===== src/rtl/pipeline_pkg.sv =====
// Shared encodings for the pipeline hazard/forwarding control.
// Also holds the forward-select priority rule used by E and D stages.
package pipeline_pkg;

  localparam logic [1:0] RUN      = 2'b00;
  localparam logic [1:0] MEM_WAIT = 2'b01;
  localparam logic [1:0] MDU_WAIT = 2'b10;

  localparam logic [1:0] FWD_RF = 2'b00;
  localparam logic [1:0] FWD_W  = 2'b01;
  localparam logic [1:0] FWD_M  = 2'b10;

  // M beats W; $0 is hardwired zero so it never forwards
  function automatic logic [1:0] fwd_sel(
    input logic [4:0] src,
    input logic [4:0] wreg_m,
    input logic       rw_m,
    input logic [4:0] wreg_w,
    input logic       rw_w
  );
    logic [1:0] sel;
    sel = FWD_RF;
    if (src != 5'd0 && src == wreg_m && rw_m)
      sel = FWD_M;
    else if (src != 5'd0 && src == wreg_w && rw_w)
      sel = FWD_W;
    return sel;
  endfunction

endpackage


===== src/rtl/forward_unit.sv =====
// Combinational operand forwarding for the E-stage ALU
// and the D-stage branch comparator.
module forward_unit
  import pipeline_pkg::*;
(
  input  logic [4:0] rsD,
  input  logic [4:0] rtD,
  input  logic [4:0] rsE,
  input  logic [4:0] rtE,
  input  logic [4:0] writeregM,
  input  logic [4:0] writeregW,
  input  logic       regwriteM,
  input  logic       regwriteW,
  output logic       forwardAD,
  output logic       forwardBD,
  output logic [1:0] forwardAE,
  output logic [1:0] forwardBE
);

  assign forwardAE = fwd_sel(rsE, writeregM, regwriteM,
                             writeregW, regwriteW);
  assign forwardBE = fwd_sel(rtE, writeregM, regwriteM,
                             writeregW, regwriteW);

  assign forwardAD = (rsD != 5'd0) && (rsD == writeregM)
                     && regwriteM;
  assign forwardBD = (rtD != 5'd0) && (rtD == writeregM)
                     && regwriteM;

endmodule


===== src/rtl/hazard_controller.sv =====
// Stall/flush sequencer for the 5-stage pipeline: hazard priority,
// status FSM, MDU busy counter and stall-cycle counter.
module hazard_controller
  import pipeline_pkg::*;
#(
  parameter int MDU_LATENCY = 4,
  parameter int CNT_W       = 16
) (
  input  logic             CLK,
  input  logic             reset,
  input  logic [4:0]       rsD,
  input  logic [4:0]       rtD,
  input  logic [4:0]       rsE,
  input  logic [4:0]       rtE,
  input  logic [4:0]       writeregE,
  input  logic [4:0]       writeregM,
  input  logic [4:0]       writeregW,
  input  logic             regwriteE,
  input  logic             regwriteM,
  input  logic             regwriteW,
  input  logic             memtoregE,
  input  logic             memtoregM,
  input  logic             branchD,
  input  logic             pcsrcD,
  input  logic             memaccessM,
  input  logic             dmem_ready,
  input  logic             mdu_startE,
  input  logic             hiloreadD,
  output logic             stallF,
  output logic             stallD,
  output logic             stallE,
  output logic             stallM,
  output logic             flushD,
  output logic             flushE,
  output logic             flushW,
  output logic             forwardAD,
  output logic             forwardBD,
  output logic [1:0]       forwardAE,
  output logic [1:0]       forwardBE,
  output logic [1:0]       state,
  output logic [CNT_W-1:0] stall_cycles
);

  logic [3:0] mdu_cnt;
  logic [3:0] mdu_cnt_nxt;
  logic [1:0] state_nxt;
  logic       lwstall;
  logic       brstall;
  logic       memwait;
  logic       mdubusy;
  logic       dep_e;
  logic       dep_m;

  forward_unit u_fwd (
    .rsD       (rsD),
    .rtD       (rtD),
    .rsE       (rsE),
    .rtE       (rtE),
    .writeregM (writeregM),
    .writeregW (writeregW),
    .regwriteM (regwriteM),
    .regwriteW (regwriteW),
    .forwardAD (forwardAD),
    .forwardBD (forwardBD),
    .forwardAE (forwardAE),
    .forwardBE (forwardBE)
  );

  assign dep_e = (writeregE == rsD) || (writeregE == rtD);
  assign dep_m = (writeregM == rsD) || (writeregM == rtD);

  assign lwstall = memtoregE && ((rtE == rsD) || (rtE == rtD));
  assign brstall = branchD && ((regwriteE && dep_e) ||
                               (memtoregM && dep_m));
  assign memwait = memaccessM && !dmem_ready;
  assign mdubusy = (mdu_cnt != 4'd0) && hiloreadD;

  always_comb begin
    stallF = 1'b0;
    stallD = 1'b0;
    stallE = 1'b0;
    stallM = 1'b0;
    flushD = 1'b0;
    flushE = 1'b0;
    flushW = 1'b0;
    if (memwait) begin
      stallF = 1'b1;
      stallD = 1'b1;
      stallE = 1'b1;
      stallM = 1'b1;
      flushW = 1'b1;
    end else if (mdubusy || lwstall || brstall) begin
      stallF = 1'b1;
      stallD = 1'b1;
      flushE = 1'b1;
    end else if (pcsrcD) begin
      flushD = 1'b1;
    end
  end

  // A fresh op entering E reloads even if the previous one is still running
  always_comb begin
    mdu_cnt_nxt = mdu_cnt;
    if (mdu_startE && !stallE)
      mdu_cnt_nxt = 4'(MDU_LATENCY);
    else if (mdu_cnt != 4'd0)
      mdu_cnt_nxt = mdu_cnt - 4'd1;
  end

  always_comb begin
    state_nxt = state;
    unique case (state)
      RUN: begin
        if (memwait)
          state_nxt = MEM_WAIT;
        else if (mdubusy)
          state_nxt = MDU_WAIT;
      end
      MEM_WAIT: begin
        if (dmem_ready)
          state_nxt = RUN;
      end
      MDU_WAIT: begin
        if (memwait)
          state_nxt = MEM_WAIT;
        else if (mdu_cnt_nxt == 4'd0)
          state_nxt = RUN;
      end
      default: state_nxt = RUN;
    endcase
  end

  always_ff @(posedge CLK) begin
    if (reset) begin
      state        <= RUN;
      mdu_cnt      <= 4'd0;
      stall_cycles <= '0;
    end else begin
      state   <= state_nxt;
      mdu_cnt <= mdu_cnt_nxt;
      if (stallF && !(&stall_cycles))
        stall_cycles <= stall_cycles + CNT_W'(1);
    end
  end

endmodule


===== config.mk =====
export PLATFORM = sky130hd
export DESIGN_NAME = hazard_controller
export DESIGN_NICKNAME = d
export VERILOG_FILES = /design/src/rtl/pipeline_pkg.sv /design/src/rtl/forward_unit.sv /design/src/rtl/hazard_controller.sv
export SDC_FILE = /design/constraint.sdc
export NUM_CORES = 1
export LEC_CHECK = 0
export ABC_CLOCK_PERIOD_IN_PS = 5980
export CAP_MARGIN = 20
export CORE_MARGIN = 2
export CORE_UTILIZATION = 48
export CTS_CLUSTER_SIZE = 10
export DETAILED_ROUTE_END_ITERATION = 6
export PLACE_DENSITY = 0.93
export SETUP_SLACK_MARGIN = 0.1
export SKIP_LAST_GASP = 1
export SYNTH_ARGS = -nofsm -noshare
export SYNTH_HDL_FRONTEND = slang
export SYNTH_HIERARCHICAL = 1
export SYNTH_SLANG_ARGS = --single-unit

===== constraint.sdc =====
create_clock -name CLK -period 5.98 [get_ports CLK]
set_input_delay 0.897 -clock CLK [delete_from_list [all_inputs] [get_ports CLK]]
set_output_delay 0.897 -clock CLK [all_outputs]
set_load 0.005 [all_outputs]

==> results of run 1 <==
-- cell type report --
cell class | instances | area, um^2 | area share [%]
clock inverter | 1 | 30.0 | 1.05
clock buffer | 3 | 41.3 | 1.45
multi-input combinational | 206 | 1470 | 51.6
timing repair buffer | 78 | 781 | 27.3
tap | 50 | 62.6 | 2.19
sequential | 22 | 440 | 15.4
inverter | 7 | 26.3 | 0.920
-- critical path, stage by stage --
cell and delay [ns]:
clkdlybuf4s50_1 0.71, xor2_1 0.23, nor4_1 0.09, and3_1 0.21, o41ai_4 0.42, nand3_4 0.19, nor2_1 0.12, clkdlybuf4s50_1 0.50
-- final timing paths --
path	to	slack, ns	depth (start not counted)
worst max-delay path	flushD	1.72	8
worst min-delay path	stall_cycles[6]	0.50	2
worst max register to register	stall_cycles[11]	3.55	10
worst min register to register	stall_cycles[6]	0.50	2
-- layer usage --
metal	global-route usage [%]	share of wire, %	vias to the layer above
met1	28.5	40	985
met3	4.22	6.5	13
li1	-	-	1006
met2	45.2	51	93
met5	0	0	-
met4	11.0	2.4	0
-- power breakdown --
| group | internal [uW] | total, uW | leakage [uW] | switching, uW |
|---|---|---|---|---|
| registers | 160 | 178 | 0.000179 | 17.5 |
| logic | 120 | 243 | 0.000816 | 123 |
| clock network | 89.6 | 141 | 0.0000357 | 51.6 |
| total | 370 | 562 | 0.00103 | 192 |
-- logic make-up (layout without fill, tap and decap cells) --
group	after synthesis	in the layout	synth area share [%]
AOI/OAI and AO/OA	28	28	10.1
xor gates and xnor gates	67	67	29.3
adders and majority gates	2	2	1.25
buffers and inverters	17	89	4.37
DFF	22	22	22.0
muxes	2	2	1.00
and+or+nand+nor	107	107	31.9
-- through the flow --
step / total power (uW) / setup WS [ns] / utilization (%) / std cells / hold WS, ns
2_1_floorplan: 322 / 3.06 / - / 245 / 0.477
3_3_place_gp: 409 / 1.85 / 69.6 / 363 / 0.485
3_5_place_dp: 419 / 1.73 / 69.6 / 363 / 0.487
4_1_cts: 561 / 1.72 / 71.4 / 367 / 0.503
5_1_grt: 594 / 1.57 / 71.4 / 367 / 0.530
6_report: 562 / 1.72 / 71.4 / 367 / 0.502
-- layout by cell type (no fill, tap or decap), types with 2 or more instances in the layout --
cell type         n
a2111oi_2         2
a211oi_1          2
a21oi_1          11
and2_1            3
and3_1            7
and3b_1           2
and4_1            2
clkbuf_8          3
clkdlybuf4s50_1  78
dfxtp_1          22
ha_1              2
inv_1             7
mux2i_1           2
nand2_1          15
nand2b_1          3
nand3_1          13
nand4_1           6
nor2_1           16
nor2_4            2
nor2b_1           2
nor3_1            8
nor4_1            9
nor4_2            2
o21ai_0           6
o31ai_1           3
or3_1             7
or4_1             4
or4_4             2
xnor2_1          29
xor2_1           38
-- flip-flops by register name (all words and copies together), names as in the netlist --
| name | count |
|---|---|
| mdu_cnt | 4 |
| state | 2 |
| stall_cycles | 16 |
==> results.ini, run 1 <==
[logic_synthesis]
synth_area_um2=2000
synth_most_common_cell=xor2_1
synth_edf_count=0
synthArstFlopShare_pct=0
synth.top_cells.by_area=dfxtp_1 (22%), xor2_1 (17%), xnor2_1 (13%), nand3_1 (3.3%), nor2_1 (3.0%)
synth_seq_cells=22
ys_warn_count=6
synth_top_cells_by_count=xor2_1 (38), xnor2_1 (29), dfxtp_1 (22)
ys_types=41
synth_top_area_share_pct=22.0
ys_seq_area_share_pct=22.0
ys.flop_type=dfxtp_1
postSynthCellCount=245
synth_nets=295
synth_top_area_cell=dfxtp_1
synth_area_per_cell_um2=8.17

[routing]
drtIter0Drc=117
drtAntennaViolNets=0
finalWirelength_um=5890
wl_per_cell_um=16.1
drc=0
vias_per_cell=5.71
vias=2097
firstDrtPassIters=5

[cells_and_area]
n_fill_cell=313
diodes=0
syn2layout_area_growth_pct=42.6
finalInstanceArea_um2=2860
fin_nets=368
drive_above_1_share_pct=5.05

[worst_hold_path]
min_from=stall_cycles[6]
hp-class=flop to flop

[grt]
grt_pass1_wl_um=8870
grt_overflow=0
grtUsageTotal_pct=25.0
grt_max_degree=21
grt_antenna_before_repair=0
grt_pass1_vias=1964

[timing]
rsz0062_at_grt=false
fin_tns_setup_ns=0
skew_ns=0.00736
hold_viol=0
tightest_slew_ns=0.689
setup_viol=0
final_max_slew_viol_count=0
slew_headroom_pct=53.9
min_period_over_period_pct=71.2
fin_crit_ns=4.26
max_freq_ghz=0.235

[placed_design]
dp_hpwl_um=4600
port-buffer-count=78
gp_congestion=0.833
placed_area_um2=2780

[clocking]
cts_tree=built
cts_setup_buffers=0
insertion_delay_ns=0.27
cts_buffer_depth=2
cts.repair.resized=0
htree_levels=1
postCtsHoldBufs=0
clkSinkCount=22
clk_pin_slew_ns=0.09
numCtsBuffers=3
clockRootBuffer=clkbuf_8

[critical_path]
setup.worst_path.start_class=primary input
required_ns=5.08
endpoint_kind=output port
path_class=primary input to output port
crit_path_max_fanout=10
r2r_start=mdu_cnt[0]
cp.arrival_ns=3.36
crit_start=writeregM[4]

[pwr]
ir_drop_uv=173
p_leak_uw=0.00103
power_density_nw_per_um2=197

[die]
die_w_um=68.6
std_cell_rows=23
start_util_pct=50.0
io_pins=79
core_region_area_um2=4000
dieHeight_um=68.6
die_area_um2=4700

[outcome]
outcome=complete, no violations

[job]
maxCapViolations=0

(Power assumes the default switching activity.)
==> run 2: changes to the inputs <==
Settings changed: ABC_CLOCK_PERIOD_IN_PS 5980 to 3800, CORE_UTILIZATION 48 to 40, PLACE_DENSITY 0.93 to 0.84.
Clock period 5.98 ns to 3.8 ns, I/O delays scaled along.
==> run 2 against run 1 <==
  * Combinational power is 57% higher
  * Final cell count is 6.0% higher
  * Sequential cell count stayed put
  * Global-route usage is 5.4 points lower
  * Critical path type unchanged
  * Largest cell class unchanged
  * Highest routed layer unchanged
==> results.ini, run 2 (same netlist as run 1, synthesis figures left out) <==
[clocking]
clockRootBuffer=clkbuf_8
cts_tree=built
clkSinkCount=22  ; unchanged
numCtsBuffers=3  ; unchanged
cts_buffer_depth=2  ; unchanged
cts.repair.resized=0  ; unchanged
postCtsHoldBufs=0  ; unchanged
clk_pin_slew_ns=0.07  ; -0.02 ns
htree_levels=1  ; unchanged
cts_setup_buffers=0  ; unchanged
insertion_delay_ns=0.26  ; about the same

[critical_path]
cp_common_cell=clkdlybuf4s50_1
cp.arrival_ns=2.90  ; -0.46 ns
endpoint_kind=output port
setup.worst_path.start_class=primary input
path_cells=clkdlybuf4s50_1 -> xor2_1 -> nor4_1 -> and3_1 -> o41ai_4 -> nand3_4 -> nor2_1 -> clkdlybuf4s50_1
crit_path_max_fanout=10  ; unchanged
required_ns=3.23  ; -1.85 ns
rr_endpoint=stall_cycles[11]
cp.buffers_inverters=2  ; unchanged
path_delay_family=buffers and inverters
path_class=primary input to output port
slowest_delay_ns=0.61  ; -0.10 ns
r2r_start=mdu_cnt[0]
reg2regPathDepth=10  ; unchanged
r2r_setup_slack_ns=1.40  ; -2.15 ns
crit_slowest_cell=clkdlybuf4s50_1

[routing]
vias_per_cell=5.24  ; -8.3%
drtIter0Drc=78  ; -33%
drtAntennaViolNets=0  ; unchanged
drc=0  ; unchanged
finalWirelength_um=5570  ; -5.4%
wl_per_cell_um=14.3  ; -11%
firstDrtPassIters=5  ; unchanged
vias=2039  ; -2.8%

[cells_and_area]
reg.largest.list=stall_cycles x16, mdu_cnt x4, state x2
fin_nets=374  ; +1.6%
syn2layout_area_growth_pct=44.4
layout_common_cells=clkdlybuf4s50_1 (78), xor2_1 (38), xnor2_1 (29)
diodes=0  ; unchanged
largest-register=stall_cycles
drive_above_1_share_pct=6.52  ; +1.5 points
final_common_cell=clkdlybuf4s50_1
largest_reg_flops=16  ; unchanged

[timing]
fin_tns_setup_ns=0  ; unchanged
finalHoldWorstSlack_ns=0.507  ; +0.00456 ns
final_max_slew_viol_count=0  ; unchanged
skew_ns=0.00572  ; -0.00164 ns
min_period_over_period_pct=91.3
setup_viol=0  ; unchanged
tightest_slew_ns=0.732  ; +0.0433 ns
max_freq_ghz=0.288
rsz0062_at_grt=false
slew_headroom_pct=51.0  ; -2.9 points
fin_crit_ns=3.47
hold_viol=0  ; unchanged

[placed_design]
gp_congestion=0.905  ; +8.7%
dp_hpwl_um=4490  ; -2.4%
port-buffer-count=78  ; unchanged

[pwr]
power_density_nw_per_um2=274  ; +39%
clockPowerShare_pct=17.3  ; -7.8 points
cell_internal_pwr_uw=516  ; +40%
seqPwrFrac_pct=34.6  ; +3.0 points
switching_share_pct=35.0  ; +0.77 points
ir_drop_uv=267  ; +54%
p_leak_uw=0.00104  ; +1.4%
total_power_uw=793  ; +41%
pwr-share-comb_pct=48.1  ; +4.8 points
net-switching-power_uw=278  ; +44%

[die]
die_w_um=74.7  ; +9.0%
die_area_um2=5590  ; +19%
io_pins=79  ; unchanged
start_util_pct=41.8  ; -8.2 points
dieHeight_um=74.7  ; +9.0%
std_cell_rows=25  ; +8.7%
core_region_area_um2=4790  ; +20%

[grt]
grt_antenna_before_repair=0  ; unchanged
grt_pass1_wl_um=8630  ; -2.7%
grtUsageTotal_pct=19.6  ; -5.4 points
grtUsageMet2_pct=37.3  ; -7.9 points
grt_pass1_vias=1966  ; +0.10%
gr-max-usage-layer=met2
use_met3_pct=1.74  ; -2.5 points
grt_max_degree=21  ; unchanged
use_met1_pct=23.2  ; -5.2 points
grt_overflow=0  ; unchanged

[worst_hold_path]
holdPathStages=2  ; unchanged
hp-class=flop to flop
min_from=stall_cycles[8]
whs_endpoint=stall_cycles[8]

[outcome]
outcome=complete, no violations

[job]
maxCapViolations=0  ; unchanged

run 2: cell type report:
cell class | instances | area (um^2)
clock buffers | 3 | 41.3
fillers | 429 | 1890
inverters | 7 | 26.3
multi-input cells | 206 | 1470
flip-flops and latches | 22 | 440
well taps | 67 | 83.8
repair buffers | 84 | 826
run 2: metrics by stage:
| step | instance area [um^2] | setup slack [ns] | std cells | util (%) |
|---|---|---|---|---|
| after global placement | 2850 | 0.397 | 386 | 59.6 |
| final | 2890 | 0.331 | 389 | 60.4 |
| after CTS | 2890 | 0.318 | 389 | 60.4 |
| after floorplan | 2000 | 1.52 | 245 | - |
| after detailed placement | 2850 | 0.330 | 386 | 59.6 |
| after global routing | 2890 | 0.226 | 389 | 60.4 |
run 2: how the worst max path moves through the flow:
stage,from,cells past startpoint,endpoint,slack [ns]
floorplan,mdu_cnt[0],8,stallF,1.52
global placement,rtD[1],8,flushD,0.40
detailed placement,rtD[0],8,flushD,0.33
CTS,rtD[0],8,flushD,0.32
global route,rtD[0],8,flushD,0.23
finish,rtD[0],8,flushD,0.33
run 2: routing by layer:
| metal | vias to the layer above | share of wire, % | wire (um) |
|---|---|---|---|
| li1 | 1026 | - | - |
| met1 | 935 | 44 | 2480 |
| met2 | 70 | 49 | 2710 |
| met3 | 8 | 5.7 | 319 |
| met4 | 0 | 1.2 | 65 |
| met5 | - | 0 | 0 |
run 2: worst min-delay path: cells and delay by family, from the launching register on:
kind	cells	cell delay, ns
flops	1	0.33
compound gates	2	0.14
run 2: power groups by stage:
stage	clock network (uW)	registers, uW	logic [uW]
detailed placement	0	280	379
global placement	0	280	373
finish	137	275	382
floorplan	0	277	229
global route	150	278	422
CTS	143	275	383
